### src/rtl/tetris_input_pkg.sv
// Shared types and helpers for the Tetris button/switch front end.
// Optional auto-repeat is built when TETRIS_INPUT_AUTOREPEAT_EN is defined.
package tetris_input_pkg;

    typedef enum logic [1:0] {
        IDLE    = 2'd0,
        PRESSED = 2'd1,
        REPEAT  = 2'd2
    } btn_state_t;

    localparam int BTN_RIGHT  = 0;
    localparam int BTN_DOWN   = 1;
    localparam int BTN_LEFT   = 2;
    localparam int BTN_ROTATE = 3;

    // Counter width large enough to hold the longest of the three intervals.
    function automatic int cnt_width(input int debounce, input int delay, input int rate);
        int longest;
        longest = debounce;
        if (delay > longest) longest = delay;
        if (rate > longest) longest = rate;
        return $clog2(longest + 1);
    endfunction

endpackage

### src/rtl/input_debounce_channel.sv
// One input channel: synchroniser, debounce, press pulse and optional auto-repeat
// FSM (auto-repeat built only when TETRIS_INPUT_AUTOREPEAT_EN is defined).
module input_debounce_channel
    import tetris_input_pkg::*;
#(
    parameter int SYNC_STAGES     = 2,
    parameter int DEBOUNCE_CYCLES = 1000000,
    parameter int REPEAT_DELAY    = 20000000,
    parameter int REPEAT_RATE     = 5000000
) (
    input  logic i_pixclk,
    input  logic i_reset,
    input  logic i_raw,
    input  logic i_enable,
    input  logic i_repeat_en,
    output logic o_level,
    output logic o_pulse
);

    localparam int CNT_W = cnt_width(DEBOUNCE_CYCLES, REPEAT_DELAY, REPEAT_RATE);
    localparam logic [CNT_W-1:0] DB_LAST = CNT_W'(DEBOUNCE_CYCLES - 1);

    logic [SYNC_STAGES-1:0] sync_q;
    logic [CNT_W-1:0]       db_cnt;
    logic                   stable_q;
    logic                   synced;
    logic                   db_done;
    logic                   rise;
    logic                   fall;
    logic                   rpt_hit;
    logic                   pulse_d;
    btn_state_t             state_q;
    btn_state_t             state_d;

    assign synced  = sync_q[SYNC_STAGES-1];
    assign db_done = (synced != stable_q) && (db_cnt == DB_LAST);
    assign rise    = db_done & ~stable_q;
    assign fall    = db_done & stable_q;
    assign o_level = stable_q;

    // NOTE: sequential state uses non-blocking assignments so every flop samples pre-edge values.
    always_ff @(posedge i_pixclk or posedge i_reset) begin
        if (i_reset) begin
            sync_q <= '0;
        end else begin
            sync_q <= {sync_q[SYNC_STAGES-2:0], i_raw};
        end
    end

    // Any cycle where synced agrees with the stable level restarts the count.
    always_ff @(posedge i_pixclk or posedge i_reset) begin
        if (i_reset) begin
            db_cnt   <= '0;
            stable_q <= 1'b0;
        end else if (synced == stable_q) begin
            db_cnt <= '0;
        end else if (db_done) begin
            db_cnt   <= '0;
            stable_q <= ~stable_q;
        end else if (db_cnt != '1) begin
            db_cnt <= db_cnt + CNT_W'(1);
        end
    end

`ifdef TETRIS_INPUT_AUTOREPEAT_EN
    localparam logic [CNT_W-1:0] DELAY_LAST = CNT_W'(REPEAT_DELAY - 1);
    localparam logic [CNT_W-1:0] RATE_LAST  = CNT_W'(REPEAT_RATE - 1);

    logic             rpt_ok;
    logic [CNT_W-1:0] rpt_cnt;

    assign rpt_ok  = i_repeat_en & i_enable;
    assign rpt_hit = rpt_ok && !fall &&
                     (((state_q == PRESSED) && (rpt_cnt == DELAY_LAST)) ||
                      ((state_q == REPEAT)  && (rpt_cnt == RATE_LAST)));

    // Held at zero while idle or repeat is not allowed; restarts after every pulse.
    always_ff @(posedge i_pixclk or posedge i_reset) begin
        if (i_reset) begin
            rpt_cnt <= '0;
        end else if (fall || !rpt_ok || (state_q == IDLE) || rpt_hit) begin
            rpt_cnt <= '0;
        end else if (rpt_cnt != '1) begin
            rpt_cnt <= rpt_cnt + CNT_W'(1);
        end
    end
`else
    logic unused_repeat_en;
    assign unused_repeat_en = i_repeat_en;
    assign rpt_hit          = 1'b0;
`endif

    always_ff @(posedge i_pixclk or posedge i_reset) begin
        if (i_reset) begin
            state_q <= IDLE;
        end else begin
            state_q <= state_d;
        end
    end

    // NOTE: state_d gets a default before the case so no latch is inferred.
    always_comb begin
        state_d = state_q;
        case (state_q)
            IDLE:    if (rise) state_d = PRESSED;
            PRESSED: if (fall) state_d = IDLE;
                     else if (rpt_hit) state_d = REPEAT;
`ifdef TETRIS_INPUT_AUTOREPEAT_EN
            REPEAT:  if (fall) state_d = IDLE;
                     else if (!rpt_ok) state_d = PRESSED;
`endif
            default: state_d = IDLE;
        endcase
    end

    always_comb begin
        pulse_d = (rise | rpt_hit) & i_enable;
    end

    always_ff @(posedge i_pixclk or posedge i_reset) begin
        if (i_reset) begin
            o_pulse <= 1'b0;
        end else begin
            o_pulse <= pulse_d;
        end
    end

endmodule

### src/rtl/tetris_input_frontend.sv
// Button/switch front end for the Tetris game logic: one debounce channel per move
// button plus one for the start switch. Auto-repeat via TETRIS_INPUT_AUTOREPEAT_EN.
module tetris_input_frontend
    import tetris_input_pkg::*;
#(
    parameter int NUM_BTN         = 4,
    parameter int SYNC_STAGES     = 2,
    parameter int DEBOUNCE_CYCLES = 1000000,
    parameter int REPEAT_DELAY    = 20000000,
    parameter int REPEAT_RATE     = 5000000
) (
    input  logic               i_pixclk,
    input  logic               i_reset,
    input  logic [NUM_BTN-1:0] i_btn,
    input  logic               i_start_sw,
    input  logic               i_enable,
    input  logic [NUM_BTN-1:0] i_repeat_mask,
    output logic [NUM_BTN-1:0] o_btn_level,
    output logic [NUM_BTN-1:0] o_btn_pulse,
    output logic               o_start_pulse,
    output logic               o_any_pulse
);

    if (NUM_BTN < 1)         begin : g_err_num   $error("NUM_BTN must be >= 1");         end
    if (SYNC_STAGES < 2)     begin : g_err_sync  $error("SYNC_STAGES must be >= 2");     end
    if (DEBOUNCE_CYCLES < 1) begin : g_err_db    $error("DEBOUNCE_CYCLES must be >= 1"); end
    if (REPEAT_DELAY < 1)    begin : g_err_delay $error("REPEAT_DELAY must be >= 1");    end
    if (REPEAT_RATE < 1)     begin : g_err_rate  $error("REPEAT_RATE must be >= 1");     end

    for (genvar b = 0; b < NUM_BTN; b++) begin : g_btn
        input_debounce_channel #(
            .SYNC_STAGES    (SYNC_STAGES),
            .DEBOUNCE_CYCLES(DEBOUNCE_CYCLES),
            .REPEAT_DELAY   (REPEAT_DELAY),
            .REPEAT_RATE    (REPEAT_RATE)
        ) u_chan (
            .i_pixclk   (i_pixclk),
            .i_reset    (i_reset),
            .i_raw      (i_btn[b]),
            .i_enable   (i_enable),
            .i_repeat_en(i_repeat_mask[b]),
            .o_level    (o_btn_level[b]),
            .o_pulse    (o_btn_pulse[b])
        );
    end

    // Start is never gated by the game-running enable and never repeats.
    logic unused_start_level;

    input_debounce_channel #(
        .SYNC_STAGES    (SYNC_STAGES),
        .DEBOUNCE_CYCLES(DEBOUNCE_CYCLES),
        .REPEAT_DELAY   (REPEAT_DELAY),
        .REPEAT_RATE    (REPEAT_RATE)
    ) u_start (
        .i_pixclk   (i_pixclk),
        .i_reset    (i_reset),
        .i_raw      (i_start_sw),
        .i_enable   (1'b1),
        .i_repeat_en(1'b0),
        .o_level    (unused_start_level),
        .o_pulse    (o_start_pulse)
    );

    assign o_any_pulse = |o_btn_pulse;

endmodule
### config.mk
export PLATFORM = sky130hd
export DESIGN_NAME = tetris_input_frontend
export DESIGN_NICKNAME = d
export VERILOG_FILES = /design/src/rtl/tetris_input_pkg.sv /design/src/rtl/input_debounce_channel.sv /design/src/rtl/tetris_input_frontend.sv
export SDC_FILE = /design/constraint.sdc
export NUM_CORES = 1
export LEC_CHECK = 0
export ABC_CLOCK_PERIOD_IN_PS = 9960
export CAP_MARGIN = 20
export CORE_ASPECT_RATIO = 0.7
export CORE_MARGIN = 10
export CORE_UTILIZATION = 47
export DETAILED_ROUTE_END_ITERATION = 7
export DONT_BUFFER_PORTS = 1
export PLACE_DENSITY = 0.68
export SLEW_MARGIN = 20
export SYNTH_ARGS = -nofsm -noshare
export SYNTH_HDL_FRONTEND = slang
export SYNTH_SLANG_ARGS = --single-unit
### constraint.sdc
create_clock -name i_pixclk -period 9.96 [get_ports i_pixclk]
set_input_delay 0.996 -clock i_pixclk [delete_from_list [all_inputs] [get_ports i_pixclk]]
set_output_delay 0.996 -clock i_pixclk [all_outputs]
set_load 0.02 [all_outputs]
==> impl_metrics.toml, run 1 <==
[drt]
routed_via_density = 5.99
antenna_left = 0
vias = 6377
drt_first_pass_iters = 5
routed_wirelength_um = 17600
detail_route.drc_violations = 0
drt_iter0_markers = 787
routedWlPerCell_um = 16.5

[cts]
clkTransAtPathRegs_ps = 60
cts_hold_buffers = 0
clock-sinks = 145
post_cts_buffers = 0
cts_max_path_buffers = 2
worstSkewPairLatency_ps = 430
depth_of_the_cts_h_tree = 4
cts_inserted_buffers = 17
clockRootBuffer = "clkbuf_16"
tritoncts_clock_tree = "built"
post_cts_resized = 0

[yosys]
synth.cells.most_frequent = "dfrtp_1, nor2_1, xnor2_1"
asyncSetResetFlopFracSynth = 1.00
yosysWarningCount = 0
syn_nets = 868
synth.distinct_cells = 57
synth_edf_count = 0
synth.cell_area_um2 = 7860
synth_most_common_cell = "dfrtp_1"
yosysSeqAreaShare = 0.462
synth_top_cells_by_area = "dfrtp_1, xnor2_1, nor2_1"
synth_flop_cell = "dfrtp_1"
yosys_register_bits = 145
synth_cells = 851
netlist.top_cell.by_area = "dfrtp_1"
syn_area_per_cell_um2 = 9.23
synth_top_cell_area_share = 0.462

[final_layout]
sequential_cell_area_um2 = 3630
syn2layout_area_growth_pct = 9.01
multi_input_area_um2 = 3980
antenna-diode-count = 0
finish.utilization = 0.524
drive_gt1_frac = 0.0655
fin_nets = 844
finalNonFillerCells = 1065
num-fill-cells = 1464

[timing]
final.hold.worst_slack_ps = 352
finalClockSkew_ps = 11.4
timing.final.ws_setup_ps = 7380
number_of_failing_setup_endpoints_in_the_final_timing_report = 0
rsz0062_at_grt = "no"
finalHoldViolations = 0
slew-limit-headroom = 0.385
final-max-slew-violation-count = 0
maxClockFrequency_mhz = 387
setup-tns-final_ps = 0
layout_min_cycle_time_ps = 2580
tightestPinTransition_ps = 923
min_period_over_period = 0.259

[job]
timing.max_cap.violations = 0

[critical_path]
number_of_logic_stages_on_the_critical_path_including_buffering = 6
timing.critical_path.buf_inv = 0
worst-endpoint-arrival_ps = 2840
critPathMaxStageDelay_ps = 670
timing.setup.critical_path_class = "reg -> reg"
setup.worst_path.end_class = "register"
worst_r2r_endpoint = "g_btn[2].u_chan.db_cnt[2]"
crit_end = "g_btn[2].u_chan.db_cnt[2]"
rr_worst_depth = 6
r2r-start = "g_btn[2].u_chan.db_cnt[0]"
worst_setup_path_startpoint = "g_btn[2].u_chan.db_cnt[0]"
crit_chain = "ha_1 > and2_1 > nand2_1 > or4_1 > nand2_1 > nor3_1"
required_ps = 10220
timing.critical_path.from_type = "register"
reg2reg_slack_ps = 7380
timing.critical_path.fanout_max = 25
family_of_cells_with_the_greatest_summed_delay_on_the_critical_path = "simple AND/OR/NAND/NOR gates"
timing.critical_path.mode_cell = "nand2_1"
critical_path_top_delay_cell = "nand2_1"

[global_routing]
antenna_found_initial = 0
wire_length_of_the_first_global_routing_pass_um = 30000
grtUsageTotal = 0.161
grt_overflow = 0
first_global_vias = 5826
largest_net_degree_at_the_start_of_global_routing = 75

[worst_hold_path]
worstHoldPathType = "reg -> reg"

[place]
place_inst = 1033
place_hpwl_um = 11700
io_buffer_count = 0
post-place-ws_ps = 7380
place_congestion = 0.906

[power_and_ir_drop]
power_per_cell_area_nw_per_um2 = 151
ir_drop_mv = 0.0930
power.leakage_nw = 3.30

[floorplanning]
vertical_extent_of_the_die_um = 128
design.die.area_um2 = 22400
effective_utilization_at_floorplan = 0.481
row_count = 39
fp.dieW_um = 175
core_area_um2 = 16300
pin_count = 22

[outcome]
result_of_the_run = "completed"
final cells by class:
class                           instances  share of cell area
Tap cell                              225              0.0329
Timing Repair Buffer                    4             0.00351
Inverter                                9             0.00453
Clock inverter                         13              0.0187
Multi-Input combinational cell        650               0.465
Sequential cell                       145               0.424
Clock buffer                           19              0.0517
placed cells by master, fill, tap and decap left out, drive strengths merged, types with 11 or more instances in the layout:
cell      n
and3     23
inv      11
or3      28
a211oi   11
nor3     24
nand3    43
dfrtp   145
xor2     27
and4     12
o21ai    36
and2     12
nand2    51
nor2    110
nor4b    14
or4      15
nand4    47
nor4     31
a21oi    44
clkbuf   19
xnor2    52
flip-flops by register name, summed over array words and instances (netlist names):
signal,flops
u_start.db_cnt,25
g_btn.u_chan.sync_q,8
u_start.o_pulse,1
g_btn.u_chan.o_level,4
u_start.o_level,1
g_btn.u_chan.o_pulse,4
u_start.sync_q,2
g_btn.u_chan.db_cnt,100
report_power, final:
| part | internal (mW) | switching (mW) | leakage [nW] |
|---|---|---|---|
| combinational | 0.00714 | 0.0251 | 1.02 |
| clock | 0.401 | 0.256 | 0.293 |
| sequential | 0.596 | 0.00651 | 1.99 |
| total | 1.00 | 0.288 | 3.30 |
routing by layer:
layer	routed length, um	up-vias	GRT usage
li1	-	3072	-
met5	0	-	0
met1	9230	3086	0.248
met4	153	0	0.0432
met3	1120	11	0.0415
met2	7110	208	0.214
stage by stage:
step | area, um2 | total power, mW
finish | 8560 | 1.29
global route | 8560 | 1.34
CTS | 8560 | 1.30
detailed placement | 7960 | 0.647
global placement | 7960 | 0.646
floorplan | 7860 | 0.638
logic make-up (layout without fill, tap and decap cells):
family	count (synthesis)	after routing	synth area share
xor gates and xnor gates	79	79	0.0881
muxes	12	12	0.0161
buffers and inverters	56	45	0.0315
and+or+nand+nor	434	434	0.303
DFF	145	145	0.462
adders and majority gates	5	5	0.00796
AOI/OAI and AO/OA	120	120	0.0913
how the worst min path moves through the flow:
| stage | cells past startpoint | slack [ps] | startpoint | endpoint |
|---|---|---|---|---|
| after floorplan | 0 | 330 | g_btn[0].u_chan.sync_q[0] | g_btn[0].u_chan.sync_q[1] |
| after global placement | 0 | 330 | u_start.sync_q[0] | u_start.sync_q[1] |
| after detailed placement | 0 | 340 | g_btn[3].u_chan.sync_q[0] | g_btn[3].u_chan.sync_q[1] |
| after CTS | 0 | 350 | g_btn[3].u_chan.sync_q[0] | g_btn[3].u_chan.sync_q[1] |
| after global routing | 0 | 350 | g_btn[3].u_chan.sync_q[0] | g_btn[3].u_chan.sync_q[1] |
| final | 0 | 350 | u_start.sync_q[0] | u_start.sync_q[1] |
worst reg2reg max path: stages (launching register included):
cell and delay [ps]:
dfrtp_1 410, ha_1 240, and2_1 280, nand2_1 110, or4_1 560, nand2_1 670, nor3_1 150
Note: power is estimated with default switching activity, not from simulation.
==> inputs of run 2 (changes only) <==
--- a/config.mk
+++ b/config.mk
@@ -5,14 +5,14 @@
 export SDC_FILE = /design/constraint.sdc
 export NUM_CORES = 1
 export LEC_CHECK = 0
-export ABC_CLOCK_PERIOD_IN_PS = 9960
+export ABC_CLOCK_PERIOD_IN_PS = 2100
 export CAP_MARGIN = 20
 export CORE_ASPECT_RATIO = 0.7
 export CORE_MARGIN = 10
 export CORE_UTILIZATION = 47
 export DETAILED_ROUTE_END_ITERATION = 7
 export DONT_BUFFER_PORTS = 1
-export PLACE_DENSITY = 0.68
+export PLACE_DENSITY = 0.7
 export SLEW_MARGIN = 20
 export SYNTH_ARGS = -nofsm -noshare
 export SYNTH_HDL_FRONTEND = slang
==> constraint.sdc (replaced) <==
create_clock -name i_pixclk -period 2.1 [get_ports i_pixclk]
set_input_delay 0.21 -clock i_pixclk [delete_from_list [all_inputs] [get_ports i_pixclk]]
set_output_delay 0.21 -clock i_pixclk [all_outputs]
set_load 0.02 [all_outputs]
==> run 2 against run 1 <==
Global-route usage is 0.54 points higher. Clock skew is 3.5 ps lower. Wire length is 5.2% higher. Total power grew to 4.7 times the previous value. Combinational power grew to 6.7 times the previous value. Utilization is 5.1 points higher. Cell count is 8.4% higher.
==> impl_metrics.toml, run 2 (synthesis gave the netlist of run 1 again) <==
[final_layout]
drive_gt1_frac = 0.163
finish.utilization = 0.575
antenna-diode-count = 0
regMostFlops = "g_btn.u_chan.db_cnt"
final_design_area_no_fill_um2 = 9400
syn2layout_area_growth_pct = 19.6
reg_top3 = "g_btn.u_chan.db_cnt (100), u_start.db_cnt (25), g_btn.u_chan.sync_q (8)"
largest_reg_flops = 100
finalNonFillerCells = 1154
layout.cells.most_common = "dfrtp_1"
fin_nets = 934
most_used_cells_in_the_layout_excluding_fill_and_tap_cells = "dfrtp_1, nor2_1, buf_4"

[place]
area_after_detailed_placement_um2 = 8640
place_inst = 1115
place_hpwl_um = 13100
place_congestion = 0.924
io_buffer_count = 0

[drt]
vias = 6712
routedWlPerCell_um = 16.1
routed_wirelength_um = 18500
drt_first_pass_iters = 5
antenna_left = 0
routed_via_density = 5.82
detail_route.drc_violations = 0
drt_iter0_markers = 733

[critical_path]
critical_path_top_delay_cell = "or4b_4"
required_ps = 2450
critPathMaxStageDelay_ps = 540
timing.critical_path.from_type = "register"
crit_chain = "nand4_4 > or4b_4 > or4_4 > or3_4 > a21oi_2"
timing.setup.critical_path_class = "reg -> reg"
timing.critical_path.fanout_max = 2
setup.worst_path.end_class = "register"
worst-endpoint-arrival_ps = 2450

[job]
timing.max_cap.violations = 0

[cts]
worstSkewPairLatency_ps = 420
clock-sinks = 145
cts_max_path_buffers = 2
clockRootBuffer = "clkbuf_16"
tritoncts_clock_tree = "built"
depth_of_the_cts_h_tree = 4
cts_inserted_buffers = 17
clkTransAtPathRegs_ps = 60

[floorplanning]
vertical_extent_of_the_die_um = 128
pin_count = 22
row_count = 39
fp.dieW_um = 175
design.die.area_um2 = 22400
core_area_um2 = 16300
effective_utilization_at_floorplan = 0.481

[timing]
tightestPinTransition_ps = 661
number_of_failing_setup_endpoints_in_the_final_timing_report = 0
setup-tns-final_ps = 0
finalHoldViolations = 0
min_period_over_period = 0.999
rsz0062_at_grt = "yes"
slew-limit-headroom = 0.555
final-max-slew-violation-count = 0
maxClockFrequency_mhz = 477
layout_min_cycle_time_ps = 2100
finalClockSkew_ps = 7.93
final.hold.worst_slack_ps = 80.8

[global_routing]
grt_overflow = 0
grtUsageTotal = 0.166
largest_net_degree_at_the_start_of_global_routing = 44
antenna_found_initial = 0
wire_length_of_the_first_global_routing_pass_um = 31000
first_global_vias = 6233

[worst_hold_path]
worstHoldPathType = "in -> reg"

[outcome]
result_of_the_run = "completed"

[power_and_ir_drop]
power.leakage_nw = 3.78
power_per_cell_area_nw_per_um2 = 648
ir_drop_mv = 0.422
[run 2: path summary, 6_finish.rpt]
path,start,end,slack (ps),cells after the start
hold / removal,i_enable,g_btn[0].u_chan.o_pulse,80,1
setup / recovery,g_btn[0].u_chan.db_cnt[6],g_btn[0].u_chan.db_cnt[23],3,5
min in group asynchronous,i_reset,g_btn[1].u_chan.db_cnt[18],350,2
max in group asynchronous,i_reset,g_btn[0].u_chan.db_cnt[1],1070,3
setup reg to reg,g_btn[0].u_chan.db_cnt[6],g_btn[0].u_chan.db_cnt[23],3,5
hold reg to reg,g_btn[3].u_chan.sync_q[0],g_btn[3].u_chan.sync_q[1],350,0
[run 2: critical path: cells and delay by family, from the launching register on]
family | cells | cell delay [ps]
and+or+nand+nor | 4 | 1490
AOI/OAI and AO/OA | 1 | 140
DFF | 1 | 390
[run 2: final cells by class]
type	count	area (um2)
fill	1420	6950
multi-input combinational	650	4070
sequential	145	3630
timing repair buffer	94	786
clock buffer	23	488
tap	225	282
clock inverter	8	104
inverter	9	37.5
[run 2: report_power, final]
part	total (mW)	internal, mW	switching [mW]
Clock	3.02	1.87	1.15
Sequential	2.86	2.83	0.0276
Combinational	0.215	0.0773	0.138
[run 2: timing repair]
item	CTS	global route
endpoints found under the hold margin	30	0
endpoints found under the setup margin	1	54
hold buffers	7	0
gates resized for setup	3	20
pin swaps	1	2
buffers inserted	0	1
[run 2: stage by stage]
| stage | setup slack [ps] | power, mW |
|---|---|---|
| after CTS | 2.54 | 6.14 |
| after global routing | -40.2 | 6.30 |
| after floorplan | 30.3 | 3.03 |
| after detailed placement | -26.1 | 3.11 |
| final | 2.89 | 6.09 |
| after global placement | 10.1 | 3.11 |
[run 2: routing by layer]
metal	share of wire	GRT usage
met5	0	0
met4	0.0084	0.0368
met3	0.060	0.0465
met2	0.42	0.232
met1	0.51	0.248
==> inputs of run 3 (changes only) <==
--- a/config.mk
+++ b/config.mk
@@ -13,6 +13,7 @@
 export DETAILED_ROUTE_END_ITERATION = 7
 export DONT_BUFFER_PORTS = 1
 export PLACE_DENSITY = 0.7
+export RECOVER_POWER = 25
 export SLEW_MARGIN = 20
 export SYNTH_ARGS = -nofsm -noshare
 export SYNTH_HDL_FRONTEND = slang
==> run 3 against run 2 <==
Cell area shrank 0.16%. Fmax is essentially flat. Worst setup slack is essentially flat. First-iteration DRC count shrank 5.5%. Global-route usage is the same. Largest power group unchanged. Critical endpoint unchanged. Via count grew 0.91%. Non-clock buffer count is the same. Clock power is essentially flat. Register-to-register slack is essentially flat. Critical path type unchanged. Count of clock-buffer cells in the layout is the same.
==> impl_metrics.toml, run 3 (synthesis gave the netlist of run 1 again) <==
[cts]
clock-sinks = 145
depth_of_the_cts_h_tree = 4
tritoncts_clock_tree = "built"
clockRootBuffer = "clkbuf_16"
worstSkewPairLatency_ps = 420
cts_inserted_buffers = 17
clkTransAtPathRegs_ps = 60
cts_max_path_buffers = 2

[final_layout]
antenna-diode-count = 0
final_design_area_no_fill_um2 = 9380
finalNonFillerCells = 1154
reg_top3 = "g_btn.u_chan.db_cnt (100), u_start.db_cnt (25), g_btn.u_chan.sync_q (8)"
largest_reg_flops = 100
layout.cells.most_common = "dfrtp_1"
finish.utilization = 0.574
syn2layout_area_growth_pct = 19.4
num-fill-cells = 1419
regMostFlops = "g_btn.u_chan.db_cnt"
most_used_cells_in_the_layout_excluding_fill_and_tap_cells = "dfrtp_1, nor2_1, buf_4"
fin_nets = 934
drive_gt1_frac = 0.163

[floorplanning]
vertical_extent_of_the_die_um = 128
effective_utilization_at_floorplan = 0.481
row_count = 39
design.die.area_um2 = 22400
fp.dieW_um = 175
pin_count = 22
core_area_um2 = 16300

[drt]
antenna_left = 0
vias = 6773
routed_via_density = 5.87
drt_first_pass_iters = 5
routed_wirelength_um = 18600
detail_route.drc_violations = 0
drt_iter0_markers = 693
routedWlPerCell_um = 16.1

[power_and_ir_drop]
intPower_mw = 4.77
p_sw_mw = 1.31
combPwrFrac = 0.035
switching_share = 0.216
power_per_cell_area_nw_per_um2 = 649
ir_drop_mv = 0.423
design_power_total_mw = 6.09
clock_power_share = 0.496
power_frac_seq = 0.469
power.leakage_nw = 3.78

[critical_path]
rr_worst_depth = 5
setup.worst_path.end_class = "register"
timing.critical_path.fanout_max = 2
critical_path_top_delay_cell = "or4b_4"
critPathMaxStageDelay_ps = 540
timing.critical_path.from_type = "register"
worst-endpoint-arrival_ps = 2450
timing.setup.critical_path_class = "reg -> reg"
required_ps = 2450
crit_chain = "nand4_4 > or4b_4 > or4_4 > or3_4 > a21oi_2"

[timing]
number_of_failing_setup_endpoints_in_the_final_timing_report = 0
finalClockSkew_ps = 7.66
maxClockFrequency_mhz = 477
slew-limit-headroom = 0.224
tightestPinTransition_ps = 1160
min_period_over_period = 0.999
rsz0062_at_grt = "yes"
finalHoldViolations = 0
final-max-slew-violation-count = 0
setup-tns-final_ps = 0
timing.final.ws_setup_ps = 2.73
final.hold.worst_slack_ps = 82.4
layout_min_cycle_time_ps = 2100

[outcome]
result_of_the_run = "completed"

[global_routing]
wire_length_of_the_first_global_routing_pass_um = 31000
first_global_vias = 6233
antenna_found_initial = 0
grtUsageTotal = 0.166
grt_overflow = 0
largest_net_degree_at_the_start_of_global_routing = 44

[job]
timing.max_cap.violations = 0

[worst_hold_path]
min_path_cells = 1
worstHoldPathType = "in -> reg"

[place]
io_buffer_count = 0
post-place-ws_ps = -26.1
place_congestion = 0.924
place_inst = 1115
place_hpwl_um = 13100
area_after_detailed_placement_um2 = 8640
-- run 3: routing by layer --
layer | GRT usage | up-vias | share of wire
li1 | - | 3251 | -
met1 | 0.248 | 3298 | 0.50
met2 | 0.232 | 208 | 0.43
met3 | 0.0465 | 16 | 0.064
met4 | 0.0368 | 0 | 0.0084
met5 | 0 | - | 0
-- run 3: layout make-up --
type,instances,area (um2),share of cell area
multi-input cells,650,4070,0.434
clock inverters,8,104,0.0111
inverters,9,35.0,0.00373
well taps,225,282,0.0300
clock buffers,23,488,0.0520
repair buffers,94,773,0.0824
flip-flops and latches,145,3630,0.387
-- run 3: final timing paths --
check / from / endpoint / slack [ps]
max: g_btn[0].u_chan.db_cnt[6] / g_btn[0].u_chan.db_cnt[23] / 3
min: i_enable / g_btn[0].u_chan.o_pulse / 80
max reg2reg: g_btn[0].u_chan.db_cnt[6] / g_btn[0].u_chan.db_cnt[23] / 3
min reg2reg: g_btn[3].u_chan.sync_q[0] / g_btn[3].u_chan.sync_q[1] / 350
max in group asynchronous: i_reset / u_start.db_cnt[12] / 450
min in group asynchronous: i_reset / g_btn[1].u_chan.db_cnt[18] / 490
-- run 3: repair_timing --
action | CTS | global route
buffers inserted | 0 | 1
hold buffers | 7 | 0
pin swaps | 1 | 2
gates resized for setup | 3 | 20
hold endpoints to repair | 30 | 0
setup endpoints to repair | 1 | 54
-- run 3: worst max-delay path, delay by kind of cell, from the launching register on --
| family | cells | cell delay, ps |
|---|---|---|
| AND/OR/NAND/NOR | 4 | 1490 |
| flip-flops | 1 | 390 |
| AO/OA/AOI/OAI | 1 | 140 |
-- run 3: power groups by stage --
| stage | Sequential (mW) | Clock (mW) | Combinational, mW |
|---|---|---|---|
| 2_1_floorplan | 2.90 | 0 | 0.127 |
| 3_3_place_gp | 2.90 | 0 | 0.204 |
| 3_5_place_dp | 2.91 | 0 | 0.208 |
| 4_1_cts | 2.85 | 3.06 | 0.221 |
| 5_1_grt | 2.86 | 3.19 | 0.244 |
| 6_report | 2.86 | 3.02 | 0.212 |
